File: config.mk
export PLATFORM = sky130hd
export DESIGN_NAME = lfsr_rng_scheduler
export DESIGN_NICKNAME = d
export VERILOG_FILES = /design/src/rtl/lfsr_pkg.sv /design/src/rtl/lfsr_rng_scheduler_core.sv /design/src/rtl/lfsr_rng_scheduler.sv
export SDC_FILE = /design/constraint.sdc
export NUM_CORES = 1
export LEC_CHECK = 0
export CAP_MARGIN = 20
export CORE_ASPECT_RATIO = 1.2
export CORE_MARGIN = 3
export CORE_UTILIZATION = 50
export DETAILED_ROUTE_END_ITERATION = 10
export PLACE_DENSITY = 0.77
export SLEW_MARGIN = 20
export SYNTH_ARGS = -nofsm -noshare
export SYNTH_HDL_FRONTEND = slang
export SYNTH_HIERARCHICAL = 1
export SYNTH_SLANG_ARGS = --single-unit
File: constraint.sdc
create_clock -name clk -period 6.21 [get_ports clk]
set_clock_uncertainty 0.15 [all_clocks]
set_input_delay 0.621 -clock clk [delete_from_list [all_inputs] [get_ports clk]]
set_output_delay 0.621 -clock clk [all_outputs]
set_load 0.005 [all_outputs]
File: src/rtl/lfsr_pkg.sv
// Shared definitions for the LFSR random-number scheduler: tap table,
// scheduler state type and the single-step next-state helper.
package lfsr_pkg;

  localparam int LFSR_MAX_WIDTH = 32;

  typedef enum logic {
    RUN    = 1'b0,
    WARMUP = 1'b1
  } lfsr_sched_state_e;

  // Maximal-length feedback masks; bit k set means state bit k feeds the XOR.
  function automatic logic [LFSR_MAX_WIDTH-1:0] lfsr_taps(input int width);
    case (width)
      3:  return 32'h0000_0006;
      4:  return 32'h0000_000C;
      5:  return 32'h0000_0014;
      6:  return 32'h0000_0030;
      7:  return 32'h0000_0060;
      8:  return 32'h0000_00B8;
      9:  return 32'h0000_0110;
      10: return 32'h0000_0240;
      11: return 32'h0000_0500;
      12: return 32'h0000_0829;
      13: return 32'h0000_100D;
      14: return 32'h0000_2015;
      15: return 32'h0000_6000;
      16: return 32'h0000_D008;
      17: return 32'h0001_2000;
      18: return 32'h0002_0400;
      19: return 32'h0004_0023;
      20: return 32'h0009_0000;
      21: return 32'h0014_0000;
      22: return 32'h0030_0000;
      23: return 32'h0042_0000;
      24: return 32'h00E1_0000;
      25: return 32'h0120_0000;
      26: return 32'h0200_0023;
      27: return 32'h0400_0013;
      28: return 32'h0900_0000;
      29: return 32'h1400_0000;
      30: return 32'h2000_0029;
      31: return 32'h4800_0000;
      32: return 32'h8020_0003;
      default: return '0;
    endcase
  endfunction

  // Callers truncate the result to their own width; taps never exceed it.
  function automatic logic [LFSR_MAX_WIDTH-1:0] lfsr_advance(
    input logic [LFSR_MAX_WIDTH-1:0] state,
    input logic [LFSR_MAX_WIDTH-1:0] taps
  );
    return {state[LFSR_MAX_WIDTH-2:0], ^(state & taps)};
  endfunction

endpackage

File: src/rtl/lfsr_rng_scheduler_core.sv
// LFSR state register: load (with zero-seed substitution) takes priority
// over a single Fibonacci shift-left step.
module lfsr_core #(
  parameter int WIDTH = 16
) (
  input  logic             clk,
  input  logic             rst,
  input  logic             step,
  input  logic             load,
  input  logic [WIDTH-1:0] load_val,
  output logic [WIDTH-1:0] state
);
  import lfsr_pkg::*;

  localparam logic [LFSR_MAX_WIDTH-1:0] TAPS = lfsr_taps(WIDTH);

  logic [WIDTH-1:0] state_reg;
  logic [WIDTH-1:0] state_next;

  always_comb begin
    state_next = state_reg;
    if (load) begin
      // All-zero is the lock-up state, so a zero seed becomes all ones.
      state_next = (load_val == '0) ? '1 : load_val;
    end else if (step) begin
      state_next = WIDTH'(lfsr_advance(LFSR_MAX_WIDTH'(state_reg), TAPS));
    end
  end

  always_ff @(posedge clk or posedge rst) begin
    if (rst) begin
      state_reg <= '1;
    end else begin
      state_reg <= state_next;
    end
  end

  assign state = state_reg;

endmodule

File: src/rtl/lfsr_rng_scheduler.sv
// Round-robin sharing of one LFSR among N_REQ requesters, with seed load
// followed by a warm-up of discarded steps and a period-wrap pulse.
module lfsr_rng_scheduler #(
  parameter int WIDTH  = 16,
  parameter int N_REQ  = 4,
  parameter int WARMUP = 8
) (
  input  logic             clk,
  input  logic             rst,
  input  logic [N_REQ-1:0] req,
  output logic [N_REQ-1:0] gnt,
  output logic [WIDTH-1:0] rdata,
  input  logic             seed_load,
  input  logic [WIDTH-1:0] seed,
  output logic             busy,
  output logic             period_wrap
);
  import lfsr_pkg::*;

  if (WIDTH < 3 || WIDTH > LFSR_MAX_WIDTH) begin : g_bad_width
    $error("lfsr_rng_scheduler: WIDTH must be in 3..32");
  end
  if (N_REQ < 1 || N_REQ > 16) begin : g_bad_nreq
    $error("lfsr_rng_scheduler: N_REQ must be in 1..16");
  end
  if (WARMUP < 0 || WARMUP > 255) begin : g_bad_warmup
    $error("lfsr_rng_scheduler: WARMUP must be in 0..255");
  end

  localparam int PTR_W = (N_REQ > 1) ? $clog2(N_REQ) : 1;
  localparam logic [LFSR_MAX_WIDTH-1:0] TAPS = lfsr_taps(WIDTH);
  localparam logic [7:0] WARMUP_CNT = 8'(WARMUP);
  localparam lfsr_sched_state_e ST_RUN    = lfsr_pkg::RUN;
  localparam lfsr_sched_state_e ST_WARMUP = lfsr_pkg::WARMUP;

  lfsr_sched_state_e fsm_reg;
  logic [PTR_W-1:0]  ptr_reg;
  logic [7:0]        wu_cnt_reg;
  logic [WIDTH-1:0]  ref_seed_reg;
  logic              period_wrap_reg;

  logic [WIDTH-1:0]  lfsr_state;
  logic [WIDTH-1:0]  lfsr_next;
  logic [WIDTH-1:0]  seed_val;
  logic [PTR_W:0]    pick;
  logic [PTR_W-1:0]  ptr_next;
  logic              run_grant;
  logic              step;

  // Returns {found, index} of the first set request at or after p, wrapping.
  function automatic logic [PTR_W:0] rr_pick(input logic [N_REQ-1:0] r,
                                             input logic [PTR_W-1:0] p);
    logic [PTR_W:0] result;
    int             cand;
    result = '0;
    for (int k = N_REQ - 1; k >= 0; k--) begin
      cand = int'(p) + k;
      if (cand >= N_REQ) cand = cand - N_REQ;
      if (r[PTR_W'(cand)]) result = {1'b1, PTR_W'(cand)};
    end
    return result;
  endfunction

  assign pick      = rr_pick(req, ptr_reg);
  assign run_grant = !rst && !seed_load && (fsm_reg == ST_RUN) && pick[PTR_W];
  assign step      = !seed_load && (run_grant || fsm_reg == ST_WARMUP);
  assign ptr_next  = (pick[PTR_W-1:0] == PTR_W'(N_REQ - 1)) ? '0 : pick[PTR_W-1:0] + 1'b1;
  assign seed_val  = (seed == '0) ? '1 : seed;
  assign lfsr_next = WIDTH'(lfsr_advance(LFSR_MAX_WIDTH'(lfsr_state), TAPS));

  always_comb begin
    gnt = '0;
    if (run_grant) gnt[pick[PTR_W-1:0]] = 1'b1;
  end

  lfsr_core #(
    .WIDTH(WIDTH)
  ) u_core (
    .clk     (clk),
    .rst     (rst),
    .step    (step),
    .load    (seed_load),
    .load_val(seed),
    .state   (lfsr_state)
  );

  always_ff @(posedge clk or posedge rst) begin
    if (rst) begin
      fsm_reg         <= ST_RUN;
      ptr_reg         <= '0;
      wu_cnt_reg      <= '0;
      ref_seed_reg    <= '1;
      period_wrap_reg <= 1'b0;
    end else begin
      period_wrap_reg <= step && (lfsr_next == ref_seed_reg);
      if (seed_load) begin
        ref_seed_reg <= seed_val;
        wu_cnt_reg   <= WARMUP_CNT;
        fsm_reg      <= (WARMUP > 0) ? ST_WARMUP : ST_RUN;
      end else if (fsm_reg == ST_WARMUP) begin
        // Leaving on count 1 discards exactly WARMUP steps.
        wu_cnt_reg <= wu_cnt_reg - 8'd1;
        if (wu_cnt_reg == 8'd1) fsm_reg <= ST_RUN;
      end else if (run_grant) begin
        ptr_reg <= ptr_next;
      end
    end
  end

  assign rdata       = lfsr_state;
  assign busy        = (fsm_reg == ST_WARMUP);
  assign period_wrap = period_wrap_reg;

endmodule

==> impl_metrics.json, run 1 <==
{
  "status": "finished clean",
  "fin_ws_ps": 2860,
  "die_height_um": 82.15,
  "worstHoldStart": "wu_cnt_reg[7]",
  "cts_inserted_buffers": 5,
  "floorplan.core_area_sq_mm": 0.004628,
  "yosys.cell_types.count": 39,
  "global_route.usage.total_pct": 18.84,
  "detailedRoute.firstIterationViolations": 73,
  "cp_max_fo": 5,
  "worstSkewPairLatency_ps": 290,
  "setup_viol": 0,
  "n_fill_cell": 350,
  "grt_pass1_wl_mm": 8.500,
  "ys_async_sr_fraction_pct": 100.0,
  "ratio_of_cells_with_drive_above_1_in_the_final_layout_pct": 30.65,
  "leakagePower_nw": 1.122,
  "r2r_slack_ps": 4040,
  "max_freq_ghz": 0.2985,
  "worstSetupEndpointType": "output pin",
  "peakVddDrop_mv": 0.1480,
  "tns_ps": 0,
  "start_util_pct": 52.20,
  "max_cap_viol_count": 0,
  "routed_wire_length_per_instance_um": 16.55,
  "drc": 0,
  "io_pins": 45,
  "timing.slew.headroom_pct": 55.74,
  "gpl.final_weighted_congestion": 0.8177,
  "vias": 1770,
  "layout_min_cycle_time_ps": 3350,
  "postSynthCellCount": 204,
  "via_count_of_the_first_global_routing_pass": 1773,
  "pre_cts_ws_ps": 2859,
  "cts_resized": 0,
  "synth_sequential_area_ratio_pct": 47.23,
  "power-per-cell-area_mw_per_mm2": 277.4,
  "reg2reg_from": "busy",
  "clockRootBuffer": "sky130_fd_sc_hd__clkbuf_8",
  "final_min_period_over_clock_period_pct": 53.94,
  "clock_tree_from_tritoncts": "done",
  "antenna_left": 0,
  "hpwl_mm": 3.583,
  "postSynthNetCount": 233,
  "ys_seq_elements": 44,
  "cp_top_family": "buffers and inverters",
  "finalPower_mw": 0.8279,
  "worst-path-buf-inv": 3,
  "post_cts.repair.setup_buffers": 0,
  "synth_area_sq_mm": 0.002416,
  "cpMaxStageDelayCell": "sky130_fd_sc_hd__clkdlybuf4s50_1",
  "syn_area_per_cell_sq_um": 11.84,
  "clk_pin_slew_worst_paths_ps": 70,
  "hold_depth": 2,
  "cts_hold_buf": 0,
  "drt_first_pass_iters": 4,
  "critical_path_type": "input pin to output pin",
  "globalRouteOverflowTotal": 0,
  "row_count": 27,
  "cts-htree-levels": 2,
  "max_stage_delay_ps": 480,
  "antennaDiodeCount": 0,
  "arrival_ps": 2580,
  "clock_sinks": 44,
  "post_synth_most_frequent_cells": "32 x sky130_fd_sc_hd__dfstp_2, 24 x sky130_fd_sc_hd__xnor2_1, 17 x sky130_fd_sc_hd__o22a_1",
  "synth_top_flop_cell": "sky130_fd_sc_hd__dfstp_2",
  "initial_antenna_violation_count": 0,
  "setup_repair_after_global_routing_missed_its_margin": "false",
  "dominant_cell_by_count_in_the_synthesized_netlist": "sky130_fd_sc_hd__dfstp_2",
  "tightestPinTransition_ps": 663.1,
  "hold-path-endpoint": "busy",
  "synth_largest_area_cell": "sky130_fd_sc_hd__dfstp_2",
  "synth_edf_count": 0,
  "die_width_um": 69.46,
  "clock_path_buffers": 2,
  "synth.top_cells.by_area": "sky130_fd_sc_hd__dfstp_2 35%, sky130_fd_sc_hd__dfrtp_1 12%, sky130_fd_sc_hd__xnor2_1 8.7%",
  "portBuffers": 44,
  "ff2ff_path_depth": 4,
  "final_hold_violation_count": 0,
  "post_synthesis_to_final_layout_area_growth_pct": 23.51,
  "crit_path_cell_trace": "clkdlybuf4s50_1 > mux2i_1 > nor2_1 > nor3_1 > inv_1 > ha_1 > and2_1 > clkdlybuf4s50_1",
  "yosys.area.top_type_share_pct": 34.80,
  "min_path_type": "flop to flop",
  "routed_wl_mm": 5.065,
  "pin_count_of_the_biggest_net_entering_global_routing": 44,
  "final-max-slew-violation-count": 0,
  "vias_per_cell": 5.784,
  "start_kind": "input pin",
  "fp.dieArea_sq_mm": 0.005705,
  "finish.net_count": 276,
  "synth.yosys.warnings": 6,
  "cp.required_ps": 5440,
  "worst_r2r_endpoint": "u_core/state[6]",
  "crit_path_frequent_cell": "sky130_fd_sc_hd__clkdlybuf4s50_1"
}
## routing by layer
| metal | track usage [%] | up-vias | share of wire (%) |
|---|---|---|---|
| met4 | 6.836 | 0 | 1.6 |
| met1 | 23.11 | 884 | 44 |
| met5 | 0 | - | 0 |
| met2 | 33.49 | 43 | 50 |
| li1 | - | 835 | - |
| met3 | 3.511 | 8 | 4.1 |
## how the worst max path moves through the flow
| stage | cells past startpoint | endpoint | slack (ps) | from |
|---|---|---|---|---|
| 5_1_grt | 8 | gnt[0] | 2720 | req[2] |
| 4_1_cts | 8 | gnt[2] | 2850 | req[0] |
| 3_3_place_gp | 8 | gnt[0] | 2910 | req[0] |
| 2_1_floorplan | 7 | u_core/state[1] | 3780 | seed_load |
| 3_5_place_dp | 8 | gnt[2] | 2860 | req[0] |
| 6_report | 8 | gnt[2] | 2860 | req[0] |
## logic make-up after synthesis
| logic type | Yosys count | synth area share [%] |
|---|---|---|
| DFF | 44 | 47.23 |
| adders and majority gates | 6 | 3.107 |
| and+or+nand+nor | 44 | 11.29 |
| xor gates and xnor gates | 27 | 9.788 |
| AOI/OAI and AO/OA | 46 | 16.00 |
| muxes | 18 | 8.286 |
| buffers and inverters | 19 | 4.298 |
## layout by cell type, fill, tap and decap left out, types with 3 or more instances in the layout
master	instances
sky130_fd_sc_hd__nand2_1	3
sky130_fd_sc_hd__a21oi_1	5
sky130_fd_sc_hd__nor3_1	3
sky130_fd_sc_hd__dfstp_2	32
sky130_fd_sc_hd__dfrtp_1	12
sky130_fd_sc_hd__clkdlybuf4s50_1	44
sky130_fd_sc_hd__nor4_1	11
sky130_fd_sc_hd__inv_1	8
sky130_fd_sc_hd__xor2_1	3
sky130_fd_sc_hd__o22a_1	17
sky130_fd_sc_hd__o21ai_0	4
sky130_fd_sc_hd__ha_1	6
sky130_fd_sc_hd__nand4_1	3
sky130_fd_sc_hd__xnor2_1	24
sky130_fd_sc_hd__o22a_2	15
sky130_fd_sc_hd__mux2_2	16
sky130_fd_sc_hd__and2_1	4
sky130_fd_sc_hd__nor2_1	9
sky130_fd_sc_hd__clkbuf_8	6
## power by group
group	internal (mW)	switching (mW)
Clock	0.0907	0.0893
Sequential	0.349	0.0507
Combinational	0.143	0.105
Total	0.583	0.245
## area by class of cell
class	instances	area, sq um	share of cell area [%]
Timing Repair Buffer	46	475.5	15.93
Clock buffer	8	90.09	3.019
Tap cell	58	72.57	2.432
Multi-Input combinational cell	141	1171	39.25
Sequential cell	44	1141	38.24
Inverter	9	33.78	1.132
## worst min-delay path: stages (launching register included)
cell and delay (ps):
sky130_fd_sc_hd__dfrtp_1 370, sky130_fd_sc_hd__o41ai_1 100, sky130_fd_sc_hd__nand2_1 60
## metrics by stage
stage | hold WS (ps) | cell area [sq um] | std cells | utilization, %
3_5_place_dp | 382.6 | 2867 | 297 | 61.94
5_1_grt | 422.7 | 2984 | 306 | 64.48
2_1_floorplan | 342.7 | 2416 | 204 | -
6_report | 402.2 | 2984 | 306 | 64.48
3_3_place_gp | 366.1 | 2867 | 297 | 61.94
4_1_cts | 401.8 | 2957 | 305 | 63.88
Note: power is estimated with default switching activity, not from simulation.
==> inputs of run 2 (changes only) <==
Clock period 6.21 ns to 3.2 ns, I/O delays scaled along.
==> impl_metrics.json, run 2 (synthesis results as in run 1) <==
{
  "arrival_ps": 2280,
  "crit_path_end": "gnt[2]",
  "power.share.sequential_pct": 48.0,
  "cts_resized": 0,
  "tns_ps": 0,
  "worstSkewPairLatency_ps": 300,
  "critical_path_type": "input pin to output pin",
  "start_util_pct": 52.20,
  "leakagePower_nw": 1.118,
  "clockRootBuffer": "sky130_fd_sc_hd__clkbuf_8",
  "cts_inserted_buffers": 5,
  "ratio_of_cells_with_drive_above_1_in_the_final_layout_pct": 30.65,
  "pin_count_of_the_biggest_net_entering_global_routing": 42,
  "setup_viol": 0,
  "finalPower_mw": 1.616,
  "clock_tree_from_tritoncts": "done",
  "pwr-share-clk_pct": 22.2,
  "final_common_cell": "sky130_fd_sc_hd__clkdlybuf4s50_1",
  "power-per-cell-area_mw_per_mm2": 545.3,
  "routed_wire_length_per_instance_um": 17.13,
  "max_freq_ghz": 0.3642,
  "hpwl_mm": 3.719,
  "routed_wl_mm": 5.241,
  "vias_per_cell": 5.791,
  "initial_antenna_violation_count": 0,
  "clk_pin_slew_worst_paths_ps": 80,
  "final_cell_mix": "44 x sky130_fd_sc_hd__clkdlybuf4s50_1, 32 x sky130_fd_sc_hd__dfstp_2, 24 x sky130_fd_sc_hd__xnor2_1, 17 x sky130_fd_sc_hd__o22a_1, 16 x sky130_fd_sc_hd__mux2_2",
  "grt_pass1_wl_mm": 8.618,
  "timing.critical_path.from": "req[0]",
  "net_switching_mw": 0.4871,
  "portBuffers": 44,
  "postLayoutCellArea_sq_mm": 0.002964,
  "drt_first_pass_iters": 4,
  "max_cap_viol_count": 0,
  "peakVddDrop_mv": 0.2688,
  "globalRouteOverflowTotal": 0,
  "p_int_mw": 1.129,
  "io_pins": 45,
  "final_min_period_over_clock_period_pct": 85.80,
  "start_kind": "input pin",
  "swShare_pct": 30.14,
  "tightestPinTransition_ps": 678.6,
  "antenna_left": 0,
  "layout_min_cycle_time_ps": 2746,
  "final_util_pct": 64.04,
  "cp.required_ps": 2730,
  "row_count": 27,
  "setup_repair_after_global_routing_missed_its_margin": "false",
  "gpl.final_weighted_congestion": 0.8176,
  "final_hold_violation_count": 0,
  "via_count_of_the_first_global_routing_pass": 1756,
  "cts-htree-levels": 2,
  "detailedRoute.firstIterationViolations": 75,
  "finish.net_count": 276,
  "antennaDiodeCount": 0,
  "die_width_um": 69.46,
  "clock_path_buffers": 2,
  "fin_ws_ps": 454.4,
  "timing.slew.headroom_pct": 54.71,
  "final-max-slew-violation-count": 0,
  "reg2reg_from": "busy",
  "drc": 0,
  "r2r_slack_ps": 1010,
  "die_height_um": 82.15,
  "ff2ff_path_depth": 4,
  "cp_max_fo": 5,
  "status": "finished clean",
  "fp.dieArea_sq_mm": 0.005705,
  "global_route.usage.total_pct": 19.36,
  "cts_hold_buf": 0,
  "comb_power_share_pct": 29.8,
  "clock_sinks": 44,
  "worstSetupEndpointType": "output pin",
  "min_path_type": "input pin to asynchronous set/reset pin",
  "post_synthesis_to_final_layout_area_growth_pct": 22.68,
  "worst_r2r_endpoint": "u_core/state[1]",
  "post_cts.repair.setup_buffers": 0,
  "placed_area_sq_mm": 0.002874,
  "pre_cts_ws_ps": 447.7,
  "floorplan.core_area_sq_mm": 0.004628,
  "vias": 1772
}
## run 2: cell count changes in the layout (fill, tap and decap cells not counted)
cell / delta
sky130_fd_sc_hd__inv_1: +1
sky130_fd_sc_hd__buf_16: -1
sky130_fd_sc_hd__buf_4: +1
sky130_fd_sc_hd__clkinv_1: -1
## run 2: how the worst min path moves through the flow
| stage | slack [ps] | to | from |
|---|---|---|---|
| 3_3_place_gp | 370 | busy | wu_cnt_reg[7] |
| 6_report | 350 | ptr_reg[0] | rst |
| 5_1_grt | 400 | wu_cnt_reg[0] | rst |
| 3_5_place_dp | 380 | busy | wu_cnt_reg[7] |
| 4_1_cts | 350 | wu_cnt_reg[0] | rst |
| 2_1_floorplan | 220 | busy | rst |
## run 2: metal layers
metal	track usage [%]	wire [um]	up-vias
met2	31.97	2538	46
li1	-	-	844
met4	9.570	147	0
met3	4.116	217	11
met5	0	0	-
met1	24.38	2337	871
## run 2: layout make-up
class | instances | area, sq um
clock buffers | 8 | 90.09
well taps | 58 | 72.57
multi-input cells | 141 | 1171
inverters | 9 | 33.78
flip-flops and latches | 44 | 1141
fillers | 376 | 1664
repair buffers | 46 | 455.4
## run 2: power by group through the flow
stage	sequential [mW]	combinational, mW	clock, mW
finish	0.775	0.482	0.359
global route	0.795	0.534	0.386
CTS	0.776	0.488	0.370
detailed placement	0.785	0.484	0
global placement	0.782	0.474	0
floorplan	0.763	0.342	0
## run 2: worst max-delay path, cell delays in order
cell and delay [ps]:
sky130_fd_sc_hd__clkdlybuf4s50_1 470, sky130_fd_sc_hd__mux2i_1 150, sky130_fd_sc_hd__nor2_1 50, sky130_fd_sc_hd__nor3_1 370, sky130_fd_sc_hd__inv_1 120, sky130_fd_sc_hd__ha_1 220, sky130_fd_sc_hd__and2_1 130, sky130_fd_sc_hd__clkdlybuf4s50_1 440
## run 2: per-stage QoR
step / std cells / hold slack (ps)
2_1_floorplan: 204 / 223.6
3_3_place_gp: 298 / 365.2
3_5_place_dp: 298 / 381.1
4_1_cts: 306 / 349.9
5_1_grt: 306 / 401.4
6_report: 306 / 345.3
==> inputs of run 3 (changes only) <==
Settings changed: HOLD_SLACK_MARGIN set to 0.02, PLACE_DENSITY 0.77 to 0.84.
==> impl_metrics.json, run 3 (synthesis results as in run 1) <==
{
  "status": "finished clean",
  "cp.required_ps": 2730,
  "leakagePower_nw": 1.116,
  "post_synthesis_to_final_layout_area_growth_pct": 22.84,
  "finish.net_count": 276,
  "io_pins": 45,
  "cts_hold_buf": 0,
  "timing.slew.headroom_pct": 54.34,
  "setup_viol": 0,
  "via_count_of_the_first_global_routing_pass": 1913,
  "portBuffers": 44,
  "detailedRoute.firstIterationViolations": 78,
  "cts_resized": 0,
  "grt_pass1_wl_mm": 9.273,
  "crit_path_cell_trace": "mux2i_1 > nor2_1 > nor3_1 > inv_1 > ha_1 > and2_1 > clkdlybuf4s50_1",
  "ratio_of_cells_with_drive_above_1_in_the_final_layout_pct": 31.05,
  "max_freq_ghz": 0.3552,
  "net_switching_mw": 0.5092,
  "worst_r2r_endpoint": "u_core/state[15]",
  "setup_repair_after_global_routing_missed_its_margin": "false",
  "worst-path-buf-inv": 2,
  "start_util_pct": 52.20,
  "vias_per_cell": 6.010,
  "start_kind": "flop",
  "final_hold_violation_count": 0,
  "power.share.sequential_pct": 47.6,
  "die_width_um": 69.46,
  "final_cell_mix": "44 x sky130_fd_sc_hd__clkdlybuf4s50_1, 32 x sky130_fd_sc_hd__dfstp_2, 24 x sky130_fd_sc_hd__xnor2_1, 17 x sky130_fd_sc_hd__o22a_1, 16 x sky130_fd_sc_hd__mux2_2",
  "final-max-slew-violation-count": 0,
  "min_path_type": "input pin to asynchronous set/reset pin",
  "clockRootBuffer": "sky130_fd_sc_hd__clkbuf_8",
  "max_stage_delay_ps": 460,
  "power-per-cell-area_mw_per_mm2": 552.1,
  "p_int_mw": 1.129,
  "globalRouteOverflowTotal": 0,
  "clock_sinks": 44,
  "global_route.usage.total_pct": 20.60,
  "cpMaxStageDelayCell": "sky130_fd_sc_hd__dfrtp_1",
  "floorplan.core_area_sq_mm": 0.004628,
  "cts_inserted_buffers": 5,
  "fin_ws_ps": 384.5,
  "row_count": 27,
  "pin_count_of_the_biggest_net_entering_global_routing": 42,
  "cts-htree-levels": 2,
  "final_min_period_over_clock_period_pct": 87.98,
  "layout_min_cycle_time_ps": 2815,
  "clk_pin_slew_worst_paths_ps": 80,
  "pre_cts_ws_ps": 398.3,
  "tns_ps": 0,
  "initial_antenna_violation_count": 0,
  "worstSetupEndpointType": "output pin",
  "cp_max_fo": 6,
  "clock_path_buffers": 2,
  "cp_top_family": "simple AND/OR/NAND/NOR gates",
  "hpwl_mm": 3.872,
  "max_cap_viol_count": 0,
  "critical_path_type": "flop to output pin",
  "routed_wire_length_per_instance_um": 18.15,
  "post_cts.repair.setup_buffers": 0,
  "fp.dieArea_sq_mm": 0.005705,
  "peakVddDrop_mv": 0.3845,
  "swShare_pct": 31.07,
  "arrival_ps": 2350,
  "clock_tree_from_tritoncts": "done",
  "antennaDiodeCount": 0,
  "pwr-share-clk_pct": 22.5,
  "comb_power_share_pct": 29.9,
  "routed_wl_mm": 5.555,
  "r2r_slack_ps": 990,
  "drc": 0,
  "antenna_left": 0,
  "drt_first_pass_iters": 4,
  "reg2reg_from": "busy",
  "tightestPinTransition_ps": 684.2,
  "die_height_um": 82.15,
  "final_common_cell": "sky130_fd_sc_hd__clkdlybuf4s50_1",
  "gpl.final_weighted_congestion": 0.8757,
  "hold-worst-slack_ps": 199.2,
  "vias": 1839,
  "ff2ff_path_depth": 4,
  "worstSkewPairLatency_ps": 300
}
-- run 3: worst max-delay path by stage --
stage | start | slack (ps) | to | depth (start not counted)
2_1_floorplan | busy | 1040 | u_core/state[1] | 7
3_3_place_gp | req[0] | 490 | gnt[0] | 8
3_5_place_dp | req[0] | 400 | gnt[2] | 8
4_1_cts | req[0] | 390 | gnt[2] | 8
5_1_grt | ptr_reg[1] | 190 | gnt[2] | 7
6_report | ptr_reg[1] | 380 | gnt[2] | 7
-- run 3: layout make-up --
class                      count  area [sq um]
clock buffer                   7         86.33
clock inverter                 1         7.507
fill                         373          1660
inverter                       9         33.78
multi-input combinational    141          1171
sequential                    44          1141
tap                           58         72.57
timing repair buffer          46         455.4
-- run 3: routing by layer --
metal / vias up / routed length, um / global-route usage [%]
met5: - / 0 / 0
met2: 66 / 2894 / 38.74
met3: 13 / 268 / 4.479
met1: 927 / 2297 / 23.62
met4: 0 / 94 / 6.250
li1: 833 / - / -
-- run 3: power groups by stage --
stage,clock [mW],sequential (mW),combinational (mW)
6_report,0.369,0.780,0.490
3_5_place_dp,0,0.787,0.486
4_1_cts,0.374,0.779,0.491
2_1_floorplan,0,0.763,0.342
3_3_place_gp,0,0.783,0.471
5_1_grt,0.394,0.795,0.540
-- run 3: stage by stage --
stage                     util [%]  power [mW]  instance area [sq um]  std cells
after CTS                    64.13       1.644                   2968        306
after floorplan                  -       1.105                   2416        204
after detailed placement     62.10       1.273                   2874        298
after global placement       62.10       1.253                   2874        298
final                        64.13       1.639                   2968        306
after global routing         64.13       1.729                   2968        306
